### src/rtl/debounce_filter.sv
// Glitch filter: o commits to a new level only after the input has disagreed with it
// for STABLE_CYCLES consecutive aclk edges. DEBOUNCE_FILTER_INPUT_SYNC_EN adds a 2-flop input synchronizer.
module debounce_filter #(
    parameter int   CNT_W         = 16,
    parameter int   STABLE_CYCLES = 1000,
    parameter logic RESET_LEVEL   = 1'b0
) (
    input  logic aclk,
    input  logic aresetn,
    input  logic s,
    output logic o,
    output logic rise,
    output logic fall,
    output logic busy
);

    if (STABLE_CYCLES < 1 || STABLE_CYCLES > (2 ** CNT_W) - 1) begin : g_bad_stable_cycles
        $error("debounce_filter: STABLE_CYCLES out of range for CNT_W");
    end

    typedef enum logic {STABLE, CHECK} state_t;

    localparam logic [CNT_W-1:0] LAST_CNT = CNT_W'(STABLE_CYCLES - 1);

    logic             s_f;
    state_t           state;
    logic [CNT_W-1:0] cnt;

`ifdef DEBOUNCE_FILTER_INPUT_SYNC_EN
    logic sync_p0;
    logic sync_p1;

    // Synchronizer stage: s may be fully asynchronous to aclk
    always_ff @(posedge aclk or negedge aresetn) begin
        if (!aresetn) begin
            sync_p0 <= RESET_LEVEL;
            sync_p1 <= RESET_LEVEL;
        end else begin
            sync_p0 <= s;
            sync_p1 <= sync_p0;
        end
    end

    assign s_f = sync_p1;
`else
    assign s_f = s;
`endif

    // Filter stage: cnt holds the number of consecutive mismatches already seen
    always_ff @(posedge aclk or negedge aresetn) begin
        if (!aresetn) begin
            state <= STABLE;
            cnt   <= '0;
            o     <= RESET_LEVEL;
            rise  <= 1'b0;
            fall  <= 1'b0;
            busy  <= 1'b0;
        end else begin
            rise <= 1'b0;
            fall <= 1'b0;
            case (state)
                STABLE: begin
                    if (s_f != o) begin
                        if (STABLE_CYCLES == 1) begin
                            o    <= ~o;
                            rise <= ~o;
                            fall <= o;
                            cnt  <= '0;
                            busy <= 1'b0;
                        end else begin
                            state <= CHECK;
                            cnt   <= CNT_W'(1);
                            busy  <= 1'b1;
                        end
                    end else begin
                        cnt <= '0;
                    end
                end
                CHECK: begin
                    if (s_f == o) begin
                        state <= STABLE;
                        cnt   <= '0;
                        busy  <= 1'b0;
                    end else if (cnt == LAST_CNT) begin
                        o     <= ~o;
                        rise  <= ~o;
                        fall  <= o;
                        state <= STABLE;
                        cnt   <= '0;
                        busy  <= 1'b0;
                    end else begin
                        cnt <= cnt + CNT_W'(1);
                    end
                end
            endcase
        end
    end

endmodule

### config.mk
export PLATFORM = sky130hd
export DESIGN_NAME = debounce_filter
export DESIGN_NICKNAME = d
export VERILOG_FILES = /design/src/rtl/debounce_filter.sv
export SDC_FILE = /design/constraint.sdc
export NUM_CORES = 1
export LEC_CHECK = 0
export ABC_CLOCK_PERIOD_IN_PS = 1600
export BUFFER_PORTS_ARGS = -buffer_cell sky130_fd_sc_hd__buf_2
export CORE_UTILIZATION = 52
export DETAILED_ROUTE_END_ITERATION = 10
export GPL_TIMING_DRIVEN = 0
export PLACE_DENSITY = 0.73
export SLEW_MARGIN = 40
export SYNTH_ARGS = -nofsm -noshare
export SYNTH_HDL_FRONTEND = slang
export SYNTH_SLANG_ARGS = --single-unit
### constraint.sdc
create_clock -name aclk -period 1.6 [get_ports aclk]
set_input_delay 0.32 -clock aclk [delete_from_list [all_inputs] [get_ports aclk]]
set_output_delay 0.32 -clock aclk [all_outputs]
set_load 0.05 [all_outputs]
==> impl_metrics.ini, run 1 <==
[synthesis]
synthesis.area_per_instance_sq_um = 10.7
netlist_area_sq_mm = 0.00107
synth_top_cell_area_share_pct = 49.2
synth-xor-area-share_pct = 12.3
most_instantiated_flip_flop_cell_in_the_synthesis_netlist = sky130_fd_sc_hd__dfrtp_1
synth-edff-count = 0
synth_warnings = 0
netlist-cell-type-count = 25
yosys-top-cells-area = sky130_fd_sc_hd__dfrtp_1, sky130_fd_sc_hd__xnor2_1, sky130_fd_sc_hd__nor2_2
post_synthesis_share_of_cell_area_spent_on_and_or_nand_and_nor_gates_pct = 30.1
synth_sequential_area_ratio_pct = 49.2
synth_fa_ha_area_share_pct = 1.17
synthMuxAreaShare_pct = 1.06
main_combinational_cell_family_by_area_after_synthesis = simple AND/OR/NAND/NOR gates
post_synth_inst_count = 100
synth_top_cell_by_area = sky130_fd_sc_hd__dfrtp_1
compound_gate_portion_of_the_synthesized_area_pct = 1.06
synth.top_cells.by_count = sky130_fd_sc_hd__dfrtp_1, sky130_fd_sc_hd__xnor2_1, sky130_fd_sc_hd__nor2_2, sky130_fd_sc_hd__nor2_1, sky130_fd_sc_hd__nand3_1
mappedNetlistNets = 104
post-synth-top-count-cell = sky130_fd_sc_hd__dfrtp_1
postSynthRegisterBits = 21
ys_async_sr_fraction_pct = 100

[routing]
drt_iter0_drc = 11
first_pass_drt_iterations = 4
routed_wire_length_per_instance_um = 14.6
drtAntennaViolNets = 0
via_count = 798
drcViolationCount = 0
totalWireLength_um = 2180
via_per_inst = 5.36

[grt]
number_of_global_route_vias_before_repair = 707
grt_util_all_layers_pct = 21.3
grt_max_degree = 22
grt_antenna_before_repair = 0
first_pass_grt_wire_length_um = 3240
grt_overflow = 0

[layout]
nets = 127
share_of_post_route_cells_with_drive_strength_above_1_pct = 40.2
multiInputGateArea_sq_um = 538
num-fill-cells = 156
final_util_pct = 69.7
antenna-diode-count = 0
layout_overhead_on_the_synthesized_area_pct = 26.8
sequential_cell_area_sq_um = 531
final_cell_count_no_fill = 149

[run]
max_cap_viol_count = 0

[clocking]
worst_skew_pair.late_latency_ns = 0.31
cts.path.max_buffers = 2
clock-root-buffer = sky130_fd_sc_hd__clkbuf_4
clock_sinks = 21
numCtsBuffers = 3
tritoncts = done
clk_pin_slew_ns = 0.13
cts.htree.levels = 1

[timing]
post-route-period-util_pct = 119
setup_repair_after_global_routing_missed_its_margin = true
post-route-worst-setup-slack_ns = -0.301
min_period_ns = 1.90
fin_worst_skew_ns = 0.00632
max_clock_freq_mhz = 526
final_max_slew_viol_count = 0
finalSetupViolations = 20
final.hold.worst_slack_ns = 0.199
worstMarginPinSlew_ns = 0.457
hold_viol = 0
worst_slew_margin_rel_pct = 69.5

[setup_path]
timing.critical_path.to = cnt[13]
timing.critical_path.slowest_cell_delay_ns = 0.55
cp_slowest_cell = sky130_fd_sc_hd__or4_4
regToRegSetupSlack_ns = -0.30
crit_reg_reg_startpoint = cnt[4]
crit_arrival_ns = 2.12
startpoint_type_of_the_worst_setup_path = flip-flop
critPathLaunch = cnt[4]
critical_path.max_fanout = 5
path_cells = or4_4 -> nor4_4 -> or2_1 -> buf_6 -> buf_12 -> buf_16 -> nor2_2
criticalPathCategory = reg2reg
critPathBufInv = 3
timing.critical_path.max_delay_family = simple AND/OR/NAND/NOR gates
cp.required_ns = 1.82
r2r_cells = 7
critical_path.endpoint_type = flip-flop
cp_num_cells = 7
rr_endpoint = cnt[13]

[power_and_ir_drop]
p_int_mw = 0.724
swShare_pct = 27.7
worst_ir_drop_vdd_v = 0.000823
p_switching_mw = 0.278
leak_nw = 0.517
power_per_standard_cell_area_mw_per_mm2 = 740
power.sequential.fraction_pct = 55.9
combPwrFrac_pct = 17.2
clock_power_share_pct = 26.9
power_mw = 1.00

[hold_path]
worstHoldPathType = in2reg

[floorplan]
num_io_pins = 7
chipWidth_um = 47.3
rows = 16
start_util_pct = 55.0
die_y_um = 47.3
design.die.area_sq_mm = 0.00224
core_region_area_sq_mm = 0.00194

[placement]
hpwl_um = 1260
globalplace.congestion = 0.817
buffer_ports.inserted = 6
dp.cells = 133

[status]
violations = negative setup slack
status = complete, but fails checks
==> sequential cells by signal, summed over array words and instances (netlist names) <==
signal	cells
o	1
state	1
fall	1
rise	1
busy	1
cnt	16
==> layout make-up <==
class | instances | share of cell area (%)
Buffer | 2 | 2.31
Clock buffer | 3 | 1.66
Clock inverter | 1 | 0.555
Inverter | 3 | 0.832
Multi-Input combinational cell | 73 | 39.7
Sequential cell | 21 | 39.2
Tap cell | 27 | 2.50
Timing Repair Buffer | 19 | 13.2
==> power by group through the flow <==
stage	Combinational [mW]	Sequential [mW]	Clock [mW]
final	0.173	0.560	0.269
after global placement	0.111	0.568	0
after floorplan	0.0593	0.591	0
after CTS	0.161	0.559	0.275
after global routing	0.185	0.563	0.301
after detailed placement	0.113	0.569	0
==> placed cells by master, fill, tap and decap left out, types with 2 or more instances in the layout <==
master | synthesis | routed
sky130_fd_sc_hd__inv_1 | 3 | 3
sky130_fd_sc_hd__dfrtp_2 | 0 | 4
sky130_fd_sc_hd__buf_4 | 0 | 8
sky130_fd_sc_hd__dfrtp_1 | 21 | 17
sky130_fd_sc_hd__buf_6 | 2 | 2
sky130_fd_sc_hd__nand3_1 | 7 | 6
sky130_fd_sc_hd__buf_12 | 1 | 3
sky130_fd_sc_hd__nor2_4 | 0 | 4
sky130_fd_sc_hd__clkbuf_4 | 0 | 3
sky130_fd_sc_hd__xnor2_1 | 12 | 12
sky130_fd_sc_hd__or4_4 | 2 | 3
sky130_fd_sc_hd__nand2_1 | 6 | 6
sky130_fd_sc_hd__nor2_2 | 10 | 7
sky130_fd_sc_hd__nor2_1 | 8 | 7
sky130_fd_sc_hd__buf_2 | 0 | 6
sky130_fd_sc_hd__nor4_1 | 6 | 5
sky130_fd_sc_hd__xor2_1 | 3 | 3
sky130_fd_sc_hd__nand4_1 | 3 | 3
sky130_fd_sc_hd__nor3_1 | 4 | 4
==> cell families after synthesis <==
group / Yosys count
simple gates: 54
xor+xnor: 15
flops: 21
compound gates: 2
buf+inv: 6
mux: 1
fa+ha+maj: 1
==> metrics by stage <==
stage,worst slack [ns],setup TNS (ns),instance area [sq um]
global route,-0.332,-4.84,1350
detailed placement,-0.256,-3.46,1130
floorplan,-0.150,-1.64,1070
finish,-0.301,-4.09,1350
global placement,-0.243,-3.40,1130
CTS,-0.267,-3.80,1290
==> worst min path at each step <==
stage	startpoint	to	cells past startpoint
detailed placement	aresetn	cnt[4]	1
global placement	aresetn	cnt[3]	1
finish	s	fall	2
global route	s	fall	2
floorplan	aresetn	busy	0
CTS	s	fall	2
==> what timing repair did <==
item,CTS,global route
pin swaps,8,8
gates cloned,1,0
gates resized for setup,10,8
hold buffers,1,0
setup endpoints to repair,19,20
hold endpoints to repair,21,0
setup buffers,8,3
==> per-layer routing <==
metal  up-vias  GRT usage, %  wire length (um)
met2        16          34.5              1130
li1        389             -                 -
met5         -             0                 0
met4         0          5.71                23
met3         4          6.92                94
met1       389          27.4               933
Power figures use the tool's default switching activity.
==> run 2: changes to the inputs <==
--- a/config.mk
+++ b/config.mk
@@ -7,10 +7,12 @@
 export LEC_CHECK = 0
 export ABC_CLOCK_PERIOD_IN_PS = 1600
 export BUFFER_PORTS_ARGS = -buffer_cell sky130_fd_sc_hd__buf_2
-export CORE_UTILIZATION = 52
+export CELL_PAD_IN_SITES_DETAIL_PLACEMENT = 0
+export CELL_PAD_IN_SITES_GLOBAL_PLACEMENT = 1
+export CORE_UTILIZATION = 41
 export DETAILED_ROUTE_END_ITERATION = 10
 export GPL_TIMING_DRIVEN = 0
-export PLACE_DENSITY = 0.73
+export PLACE_DENSITY_LB_ADDON = 0.1
 export SLEW_MARGIN = 40
 export SYNTH_ARGS = -nofsm -noshare
 export SYNTH_HDL_FRONTEND = slang
==> run 2 against run 1 <==
- the run still ends with negative setup slack left
- non-clock buffer count unchanged
- critical path depth unchanged
- combinational power decreased by 12%
- clock skew about the same
- wire length decreased by 6.0%
- global-route usage decreased by 3.4 points
- sequential share of layout area increased by 1.1 points
- clock power decreased by 6%
- design area decreased by 3.2%
- utilization decreased by 17 points
- count of clock-buffer cells in the layout unchanged
- fmax increased by 0.44%
==> impl_metrics.ini, run 2 (synthesized netlist as in run 1, its figures left out) <==
[status]
status = complete, but fails checks
violations = negative setup slack

[grt]
first_pass_grt_wire_length_um = 3420
grt_max_degree = 22
grt_overflow = 0
grt_antenna_before_repair = 0
number_of_global_route_vias_before_repair = 694
grt_util_all_layers_pct = 18.0

[floorplan]
design.die.area_sq_mm = 0.00281
rows = 18
chipWidth_um = 53.0
core_region_area_sq_mm = 0.00248
start_util_pct = 43.1
num_io_pins = 7
die_y_um = 53.0

[setup_path]
critical_path.endpoint_type = flip-flop
cp.required_ns = 1.80
criticalPathCategory = reg2reg
startpoint_type_of_the_worst_setup_path = flip-flop
critical_path.max_fanout = 5
crit_arrival_ns = 2.09

[routing]
via_count = 786
via_per_inst = 5.17
drtAntennaViolNets = 0
drcViolationCount = 0
routed_wire_length_per_instance_um = 13.5
drt_iter0_drc = 14
totalWireLength_um = 2050
first_pass_drt_iterations = 4

[layout]
antenna-diode-count = 0
nets = 127
largest_reg_by_ff_count = cnt
largest_register_ff_count = 16
share_of_post_route_cells_with_drive_strength_above_1_pct = 38.5
layout_overhead_on_the_synthesized_area_pct = 22.7
layout.cells.most_common = sky130_fd_sc_hd__dfrtp_1
mostFrequentLayoutCells = sky130_fd_sc_hd__dfrtp_1, sky130_fd_sc_hd__xnor2_1, sky130_fd_sc_hd__nor2_2, sky130_fd_sc_hd__buf_4, sky130_fd_sc_hd__nor2_1
final_area_sq_mm = 0.00131
final_cell_count_no_fill = 152

[clocking]
cts.path.max_buffers = 2
clock-root-buffer = sky130_fd_sc_hd__clkbuf_4
tritoncts = done
cts.htree.levels = 1
clk_pin_slew_ns = 0.12
worst_skew_pair.late_latency_ns = 0.30
clock_sinks = 21
numCtsBuffers = 3

[timing]
post-route-worst-setup-slack_ns = -0.292
post-route-period-util_pct = 118
worst_slew_margin_rel_pct = 69.0
min_period_ns = 1.89
fin_worst_skew_ns = 0.00651
max_clock_freq_mhz = 528
setup_repair_after_global_routing_missed_its_margin = true
finalSetupViolations = 18
final.hold.worst_slack_ns = 0.203
final_max_slew_viol_count = 0
worstMarginPinSlew_ns = 0.466
tns_ns = -3.79
hold_viol = 0

[run]
max_cap_viol_count = 0

[placement]
hpwl_um = 1280
buffer_ports.inserted = 6
globalplace.congestion = 0.765
placedInstanceArea_sq_mm = 0.00113
dp.cells = 136

[hold_path]
worstHoldPathType = in2reg

[power_and_ir_drop]
power_per_standard_cell_area_mw_per_mm2 = 738
leak_nw = 0.517
worst_ir_drop_vdd_v = 0.000678
[run 2: through the flow]
step	worst slack, ns	utilization, %	power (mW)
CTS	-0.259	51.7	0.989
floorplan	-0.150	-	0.650
global route	-0.342	52.9	1.03
global placement	-0.264	45.8	0.680
finish	-0.292	52.9	0.966
detailed placement	-0.264	45.8	0.683
[run 2: what timing repair did]
item                                    CTS  global route
pin swaps                                 7             5
gates resized for setup                   4             8
buffers inserted                         10             3
cloned                                    1             0
hold endpoints to repair                 21             0
hold buffers                              1             0
endpoints found under the setup margin   19            20
[run 2: routing by layer]
layer,track usage [%],wire (um),vias to the layer above
met1,25.8,1060,385
met5,0,0,-
met3,3.45,37,4
met2,25.3,927,9
met4,9.21,30,0
li1,-,-,388
[run 2: cell type report]
class	instances	area, sq um
Fill cell	241	1170
Sequential cell	21	528
Multi-Input combinational cell	73	520
Timing Repair Buffer	20	174
Tap cell	30	37.5
Clock buffer	3	22.5
Buffer	1	11.3
Inverter	3	11.3
Clock inverter	1	5.00
[run 2: critical path, stage by stage, from the launching register on]
cell	delay (ns)
sky130_fd_sc_hd__dfrtp_1	0.43
sky130_fd_sc_hd__or4_4	0.55
sky130_fd_sc_hd__nor4_4	0.30
sky130_fd_sc_hd__or2_1	0.16
sky130_fd_sc_hd__buf_6	0.12
sky130_fd_sc_hd__buf_12	0.10
sky130_fd_sc_hd__buf_16	0.11
sky130_fd_sc_hd__nor2_2	0.03
[run 2: final timing paths]
check                           cells after the start      end     from  slack, ns
max in group asynchronous                           2  cnt[10]  aresetn       0.77
min in group asynchronous                           2     busy  aresetn       0.48
worst min register to register                      1     rise        o       0.52
worst max register to register                      7   cnt[6]  cnt[15]      -0.29
worst max-delay path                                7   cnt[6]  cnt[15]      -0.29
worst min-delay path                                2     fall        s       0.20
[run 2: power by group]
group | leakage (nW) | total [mW] | internal [mW] | switching [mW]
Combinational | 0.219 | 0.152 | 0.0704 | 0.0816
Sequential | 0.281 | 0.561 | 0.546 | 0.0153
Clock | 0.0177 | 0.253 | 0.0932 | 0.160
